[config.mk]
export PLATFORM = sky130hd
export DESIGN_NAME = cv32e40p_tmr_vote_monitor
export DESIGN_NICKNAME = d
export VERILOG_FILES = /design/src/rtl/cv32e40p_tmr_vote_monitor.sv
export SDC_FILE = /design/constraint.sdc
export NUM_CORES = 1
export LEC_CHECK = 0
export CORE_ASPECT_RATIO = 1.25
export CORE_MARGIN = 2
export CORE_UTILIZATION = 32
export CTS_BUF_LIST = sky130_fd_sc_hd__clkbuf_4 sky130_fd_sc_hd__clkbuf_8
export CTS_CLUSTER_DIAMETER = 100
export DETAILED_ROUTE_END_ITERATION = 16
export PLACE_DENSITY = 0.59
export SYNTH_ARGS = -nofsm -noshare
export SYNTH_HDL_FRONTEND = slang
export SYNTH_SLANG_ARGS = --single-unit
[constraint.sdc]
create_clock -name clk -period 2.29 [get_ports clk]
set_input_delay 0.458 -clock clk [delete_from_list [all_inputs] [get_ports clk]]
set_output_delay 0.458 -clock clk [all_outputs]
set_load 0.005 [all_outputs]
[src/rtl/cv32e40p_tmr_vote_monitor.sv]
// rtl/cv32e40p_tmr_vote_monitor.sv - TMR voter with per-replica error counters and TMR/DMR/SIMPLEX degradation
// Optional macro CV32E40P_TMR_VOTE_OUT_REG_EN registers the vote and error outputs.
module cv32e40p_tmr_vote_monitor #(
  parameter int NSIG      = 3,
  parameter int WIDTH     = 1,
  parameter int INCREMENT = 4,
  parameter int DECREMENT = 1,
  parameter int THRESHOLD = 16,
  parameter int COUNT_BIT = 5
) (
  input  logic                      clk,
  input  logic                      rst_n,
  input  logic [3*NSIG*WIDTH-1:0]   to_vote_i,
  output logic [NSIG*WIDTH-1:0]     voted_o,
  input  logic [2:0]                set_broken_i,
  input  logic [2:0]                clr_broken_i,
  output logic [2:0]                is_broken_o,
  output logic [2:0]                block_err_o,
  output logic                      err_detected_o,
  output logic                      err_corrected_o,
  output logic [1:0]                mode_o
);

  localparam int N = NSIG * WIDTH;
  localparam logic [COUNT_BIT:0] CMAX = {1'b0, {COUNT_BIT{1'b1}}};
  localparam logic [COUNT_BIT:0] INC  = (COUNT_BIT+1)'(INCREMENT);
  localparam logic [COUNT_BIT:0] DEC  = (COUNT_BIT+1)'(DECREMENT);
  localparam logic [COUNT_BIT:0] THR  = (COUNT_BIT+1)'(THRESHOLD);

  typedef enum logic [1:0] {HEALTHY, SUSPECT, BROKEN} health_e;

  logic [N-1:0] rep0, rep1, rep2, maj;
  logic [N-1:0] voted_c;
  logic [2:0]   blk_c;
  logic         det_c, cor_c;

  assign rep0 = to_vote_i[0*N +: N];
  assign rep1 = to_vote_i[1*N +: N];
  assign rep2 = to_vote_i[2*N +: N];
  assign maj  = (rep0 & rep1) | (rep0 & rep2) | (rep1 & rep2);

  // Vote selection depends only on the registered broken flags.
  always_comb begin
    voted_c = rep0;
    blk_c   = 3'b000;
    det_c   = 1'b0;
    cor_c   = 1'b0;
    case (is_broken_o)
      3'b000: begin
        voted_c = maj;
        blk_c   = {|(rep2 ^ maj), |(rep1 ^ maj), |(rep0 ^ maj)};
        det_c   = |blk_c;
        cor_c   = |blk_c;
      end
      3'b001: begin
        voted_c = rep1;
        det_c   = (rep1 != rep2);
        blk_c   = {det_c, det_c, 1'b0};
      end
      3'b010: begin
        voted_c = rep0;
        det_c   = (rep0 != rep2);
        blk_c   = {det_c, 1'b0, det_c};
      end
      3'b100: begin
        voted_c = rep0;
        det_c   = (rep0 != rep1);
        blk_c   = {1'b0, det_c, det_c};
      end
      3'b011:  voted_c = rep2;
      3'b101:  voted_c = rep1;
      3'b110:  voted_c = rep0;
      default: det_c   = 1'b1;
    endcase
  end

  always_comb begin
    case (is_broken_o)
      3'b000:                 mode_o = 2'd0;
      3'b001, 3'b010, 3'b100: mode_o = 2'd1;
      3'b111:                 mode_o = 2'd3;
      default:                mode_o = 2'd2;
    endcase
  end

  for (genvar r = 0; r < 3; r++) begin : g_rep
    health_e                state_q;
    logic [COUNT_BIT-1:0]   count_q;
    logic [COUNT_BIT:0]     ext, cnt_wide;
    logic [COUNT_BIT-1:0]   cnt_next;

    assign ext      = {1'b0, count_q};
    assign cnt_wide = blk_c[r] ? ext + INC : ext - DEC;
    always_comb begin
      cnt_next = cnt_wide[COUNT_BIT-1:0];
      if (blk_c[r] && cnt_wide > CMAX) cnt_next = {COUNT_BIT{1'b1}};
      if (!blk_c[r] && ext < DEC)      cnt_next = '0;
    end

    always_ff @(posedge clk or negedge rst_n) begin
      if (!rst_n) begin
        state_q <= HEALTHY;
        count_q <= '0;
      end else if (state_q == BROKEN) begin
        // set wins over clr; the counter stays frozen while broken
        if (clr_broken_i[r] && !set_broken_i[r]) begin
          state_q <= HEALTHY;
          count_q <= '0;
        end
      end else begin
        count_q <= cnt_next;
        if (set_broken_i[r] || {1'b0, cnt_next} >= THR) state_q <= BROKEN;
        else if (cnt_next != '0)                        state_q <= SUSPECT;
        else                                            state_q <= HEALTHY;
      end
    end

    assign is_broken_o[r] = (state_q == BROKEN);
  end

`ifdef CV32E40P_TMR_VOTE_OUT_REG_EN
  always_ff @(posedge clk or negedge rst_n) begin
    if (!rst_n) begin
      voted_o         <= '0;
      block_err_o     <= '0;
      err_detected_o  <= 1'b0;
      err_corrected_o <= 1'b0;
    end else begin
      voted_o         <= voted_c;
      block_err_o     <= blk_c;
      err_detected_o  <= det_c;
      err_corrected_o <= cor_c;
    end
  end
`else
  assign voted_o         = voted_c;
  assign block_err_o     = blk_c;
  assign err_detected_o  = det_c;
  assign err_corrected_o = cor_c;
`endif

endmodule

* Yosys cells after proc, flatten, opt, wreduce, memory -nomap -nowiden
Index checks and enable logic that the tools add are counted.
** Cells by class
- Order comparisons :: 9
- Reductions and logical operators :: 29
- Bitwise gates (word level) :: 8
- Eq/ne operators :: 16
- Multiplexer cells :: 32
- Add/sub/neg operators :: 6
** Operators by type and width (count)
- $mux 5 :: 12
- $add 5x3->6 const B :: 3
- $gt 6x5->1 const B :: 3
- $mux 2 :: 9
- $mux 6 :: 3
- $sub 5x1->6 const B :: 3
- $ge 5x5->1 const B :: 3
- $lt 5x1->1 const B :: 3
- $reduce_bool 5->1 :: 3
- $reduce_or 3->1 :: 5
- $eq 3x3->1 const B :: 4
- $pmux 3 s4 :: 1
- $and 3x3->3 :: 3
- $logic_and 1x1->1 :: 9
- $ne 3x3->1 :: 3
- $pmux 3 s3 :: 1
- $reduce_or 9->1 :: 1
- $xor 3x3->3 :: 3
- $eq 2x2->1 const B :: 3
- $eq 3x2->1 const B :: 2
- $logic_not 1->1 :: 6
- $ne 2x1->1 const B :: 3
- $or 3x3->3 :: 2
- $pmux 2 s3 :: 1
- other kinds (6) :: 11
** Word-level totals
- Input port bits :: 17
- Flip-flop bits (word level) :: 21
- Logic and storage cells :: 106
- Output and inout bits :: 13

* Logic depth before layout (Yosys ltp)
- Depth in word-level cells :: 15
- Depth in mapped cells :: 12
- Gate-level depth less buffers :: 10

* Worst setup path after synthesis
OpenSTA, ideal clock, no wires.
- Kind :: register to output
- Start :: register g_rep[0].state_q[1]
- End :: output block_err_o[0]
- Data required time :: 1.832 ns
- Stages on the path, launching flop included :: 11
- Slack :: -0.048 ns
- Arrival :: 1.880 ns
- Cell sequence :: dfrtp_1 -> nor2b_1 -> clkbuf_1 -> inv_1 -> buf_2 -> fa_1 -> inv_1 -> nor4_1 -> o31a_4 -> nor2_4 -> inv_2
** Between the ends
- Word-level cells in the longest chain between the ends :: 3
- Elaborated cells between the ends (all ways) :: 6
- Those cells by class :: 4 x eq/ne; 1 x mux; 1 x reduce/logical
** RTL lines
- start, declared :: line 87 : health_e state_q;
- start signal, assigned :: line 102 : state_q <= HEALTHY;
- start signal, assigned :: line 107 : state_q <= HEALTHY;
- start signal, assigned :: line 112 : if (set_broken_i[r] || {1'b0, cnt_next} >= THR) state_q <= BROKEN;
- $eq 2x2->1 * :: line 118 : assign is_broken_o[r] = (state_q == BROKEN);
- $eq 3x3->1, or another cell as far along :: line 48 : case (is_broken_o)
- $pmux 3 s4 * :: line 48
- end, declared :: line 18 : output logic [2:0] block_err_o,
Every way passes the cells marked *; elsewhere a longest branch is shown, timed or not.

* Worst setup path after layout
- Start :: input to_vote_i[1]
- End :: output err_detected_o
** Between the ends
- Word-level cells in the longest chain between the ends :: 6
- Elaborated cells between the ends (all ways) :: 11
- Those cells by class :: 2 x eq/ne; 1 x mux; 7 x bitwise; 1 x reduce/logical
** RTL lines
- start, declared :: line 13 : input logic [3*NSIG*WIDTH-1:0] to_vote_i,
- $and 3x3->3 :: line 40 : assign maj = (rep0 & rep1) | (rep0 & rep2) | (rep1 & rep2);
- $or 3x3->3 (2 in series) :: line 40
- $xor 3x3->3 :: line 51 : blk_c = {|(rep2 ^ maj), |(rep1 ^ maj), |(rep0 ^ maj)};
- $reduce_or 9->1 :: line 52 : det_c = |blk_c;
- $pmux 1 s5 * :: line 48
- end, declared :: line 19 : output logic err_detected_o,
Marks and branches as above.

==> run summary <==
The run finished, with violations left. The checks that failed: setup timing. Measured along the x axis, the die boundary spans 75.43 µm. The global-route wire length before repair came out at 9901 µm. Clock-pin slew was measured on the worst setup and hold paths at 90 ps. The total of max-cap violations is 0. The static leakage is approximately 1.4 nW. The final-layout fill cell count came out at 579.

Setup repair after global routing could not meet its margin everywhere. The final number of hold-violating endpoints came out at 0. The half-perimeter wire length after placement is 4191 µm. The number of distinct library cells after synthesis came out at 41. The count of antenna diodes in the layout came out at 0.

The worst setup slack for register-to-register paths came out at 90 ps. The H-tree depth reported by CTS came out at 1. The vias after detailed routing is 2224. The minimum period implied by the final worst setup slack came out at 2419 ps. The per-cell via count in the routed design is 5.258. The final estimated routing congestion in global placement is 0.8706. Each instance of the synthesized netlist takes up on average 8.163 µm². The largest clock skew in the final design is 4.988 ps.

The number of remaining DRC errors is 0. The effective utilization at floorplan came out at about a third. The number of synthesized flops with an enable pin came out at 0. For this run, the register share of the synthesized area comes to between 20% and 30%. The clock sink count came out at 21. The maximum resistive drop on vdd came out at between 0.8 and 0.9 mV. The largest fanout on the critical path came out at 4. The cell count of the worst reg-to-reg path came out at 9. The floorplan die height came out at 93.29 µm. The synthesized instance count is 250.

The buffer depth of the longest clock path came out at 2. The number of antenna violations at the first check in global routing is 0. The placed standard-cell area came out at 2730 µm².

After synthesis, the largest family of logic cells by area is compound AO/OA/AOI/OAI gates. The destination of the worst register-to-register timing path is g_rep[1].count_q[3]$_DFFE_PN0P_. The number of pins exceeding their max-slew limit in the final report came out at 0. In the synthesized netlist the async set-or-reset flop fraction comes to 100.0%.

Clock latency on the worst-skew pair, taken at its later pin, is ~270 ps. The total power after layout came out at 4.309 mW. The cell area that synthesis handed to floorplanning was around 2000 µm². The number of global-route vias before repair came to 2193. In the synthesized netlist the dominant register cell turns out to be dfrtp_1.

The post-synthesis compound-gate area fraction is 22.69%. TritonCTS built the clock tree. In the final layout, the share of cells above drive strength 1 is between 40% and 50%. The slew of the pin with the lowest slew margin is 346.0 ps.

The worst setup path is launched from an input port. The relative max-transition margin came out at between 70% and 80%. The arrival time at the worst endpoint is between 1500 and 2000 ps. The number of storage elements in the synthesis netlist is 21. The number of nets still failing antenna checks after routing is 0. The die covers 7036 µm². The power per cell area came out at 1321 nW/µm². The setup slack after layout came out at -129.3 ps. Summing the areas of all fa, ha and maj instances in the mapped netlist gives 13.00% of the synthesized area. Entering global routing, the biggest net connects 22 pins. The worst hold path belongs to the class in2async. In this run the tool buffered the top-level ports with 29 buffer cells. The largest individual stage delay along the critical path comes from the cell a311oi_2. The share of synthesized cell area in and, or, nand and nor gates is 22.56%. The first-pass detailed-route iteration total is 5. STA puts the critical path data required time at between 1500 and 2000 ps. Of the total synthesized cell area, the portion taken by XOR and XNOR cells is 6.009%.

In the final routed layout, each cell accounts on average for 14.28 µm. The final net count is 376. The final hold slack is 529.5 ps. The maximum clock frequency came out at 0.4133 GHz. The final instance area is between 3000 and 4000 µm². The worst setup path startpoint is to_vote_i[1]. Yosys printed 0 warnings. The placeable core region came out at roughly 6000 µm².

The starting DRC count in detailed routing is 94. The final cycle utilization of the critical path came out at 105.6%. The routed design has 6041 µm of wire. For this run the aggregate overflow at the end of global routing stands at 0. The worst setup path is of the in2out kind. The clock buffer count from CTS came out at 3.

The final setup violation count is 4. Walking the worst path, the cells encountered are buf_8 > ha_4 > nor3_4 > xnor2_2 > buf_4 > nor3_2 > a311oi_2 > o21bai_1 > buf_2. The critical path's largest stage delay is 320 ps. The combined global-route utilization of all metal layers is 18.00%.

The signed area change from the synthesized netlist to the final layout came out at 59.84%. The worst-case setup slack after placement came out at -980.2 ps. STA classifies the critical path endpoint as a primary output. Row generation in the floorplan step produced 32 rows.

In this run the worst setup path terminates at err_detected_o. The buffer type at the clock tree root is clkbuf_8. The total I/O pin count is 30.

The multiplexer share of the synthesized area came out at 4.047%. The number of nets handed over by synthesis was ~290. The startpoint of the worst-slack reg-to-reg timing path is g_rep[1].state_q[0]$_DFFE_PN0P_. At the end of the flow the core is filled with cells to between 50% and 60%.
[placed cells by master (no fill, tap or decap), types with 7 or more instances in the layout]
cell type        Yosys  final
inv_1               19     17
clkdlybuf4s50_1      0     10
buf_4                1     53
nand2_1             23     23
o21ai_0             20     17
a21oi_1             10     10
nor2_1              23     22
ha_1                18      9
buf_2                4      7
nor3_1              17      9
xnor2_1             14      7
xnor2_2              0      7
ha_4                 0      8
buf_6                0     14
dfrtp_1             21     21
nor3_2               0      7
[worst max-delay path: cells and delay by family]
kind            cells  cell delay, ps
compound gates      2             480
xor+xnor            1             180
fa+ha+maj           1             150
buf+inv             3             400
simple gates        2             290
[how the worst min path moves through the flow]
stage | startpoint | endpoint | slack [ps] | depth (start not counted)
after floorplan | rst_n | g_rep[0].count_q[0]$_DFFE_PN0P_ | 160 | 0
after global placement | g_rep[1].count_q[1]$_DFFE_PN0P_ | g_rep[1].count_q[1]$_DFFE_PN0P_ | 570 | 2
after detailed placement | g_rep[1].count_q[1]$_DFFE_PN0P_ | g_rep[1].count_q[1]$_DFFE_PN0P_ | 580 | 2
after CTS | rst_n | g_rep[0].count_q[3]$_DFFE_PN0P_ | 530 | 2
after global routing | rst_n | g_rep[0].count_q[3]$_DFFE_PN0P_ | 570 | 2
final | rst_n | g_rep[0].count_q[3]$_DFFE_PN0P_ | 530 | 2
[Yosys cell counts (2+ instances only)]
cell type,count,area [µm²]
a211oi_1,2,15.01
a21oi_1,10,50.05
a221o_1,3,30.03
a22o_1,2,17.52
a22oi_1,5,37.54
a31oi_1,5,31.28
buf_2,4,20.02
clkbuf_1,3,11.26
dfrtp_1,21,525.5
fa_1,2,40.04
ha_1,18,225.2
inv_1,19,71.32
inv_2,3,11.26
mux2_2,2,22.52
mux2i_1,6,60.06
nand2_1,23,86.33
nand2b_1,2,12.51
nand3_1,4,20.02
nor2_1,23,86.33
nor2b_1,4,25.02
nor3_1,17,85.08
nor3_4,3,48.80
nor4_1,4,25.02
o211ai_1,6,45.04
o21ai_0,20,100.1
o21bai_1,2,15.01
o22ai_1,2,12.51
o311ai_0,2,17.52
o31a_1,3,26.28
or4_1,6,45.04
xnor2_1,14,122.6
[registers in the layout (all words and copies together) (netlist names)]
signal,count
g_rep.state_q,6
g_rep.count_q,15
[cell type report]
| cell class | count | area, µm² | area share (%) |
|---|---|---|---|
| sequential | 21 | 525.5 | 16.11 |
| tap | 85 | 106.4 | 3.260 |
| timing repair buffer | 92 | 798.3 | 24.47 |
| multi-input combinational | 199 | 1703 | 52.21 |
| inverter | 22 | 82.58 | 2.532 |
| clock buffer | 3 | 41.29 | 1.266 |
| clock inverter | 1 | 5.005 | 0.1534 |
[cells by family (layout without fill, tap and decap cells)]
| group | count (synthesis) | count (layout) |
|---|---|---|
| AO/OA/AOI/OAI | 68 | 68 |
| XOR/XNOR | 14 | 14 |
| adder cells (fa/ha/maj) | 20 | 20 |
| buffers and inverters | 30 | 118 |
| flip-flops | 21 | 21 |
| multiplexers | 8 | 8 |
| AND/OR/NAND/NOR | 89 | 89 |
[through the flow]
step / setup TNS, ps / cells
2_1_floorplan: 0 / 250
3_3_place_gp: -17270 / 399
3_5_place_dp: -17720 / 399
4_1_cts: -203.1 / 413
5_1_grt: -558.3 / 423
6_report: -299.3 / 423
[where the power goes]
part / switching [mW] / internal, mW / total [mW] / leakage, nW
sequential: 0.138 / 0.525 / 0.663 / 0.267
combinational: 1.70 / 1.68 / 3.38 / 1.11
clock: 0.141 / 0.122 / 0.263 / 0.0255
[routing by layer]
layer,vias up,global-route usage (%),part of all wire [%]
met5,-,0,0
met4,0,7.602,3.0
met3,15,2.155,3.4
met2,57,31.81,52
met1,1064,21.27,42
li1,1088,-,-
[what timing repair did]
item / 4_1_cts / 5_1_grt
buffers inserted: 12 / 10
resized for setup: 139 / 21
endpoints found under the setup margin: 31 / 17
pin swaps: 29 / 19
hold buffers: 0 / 0
Power figures use the tool's default switching activity.
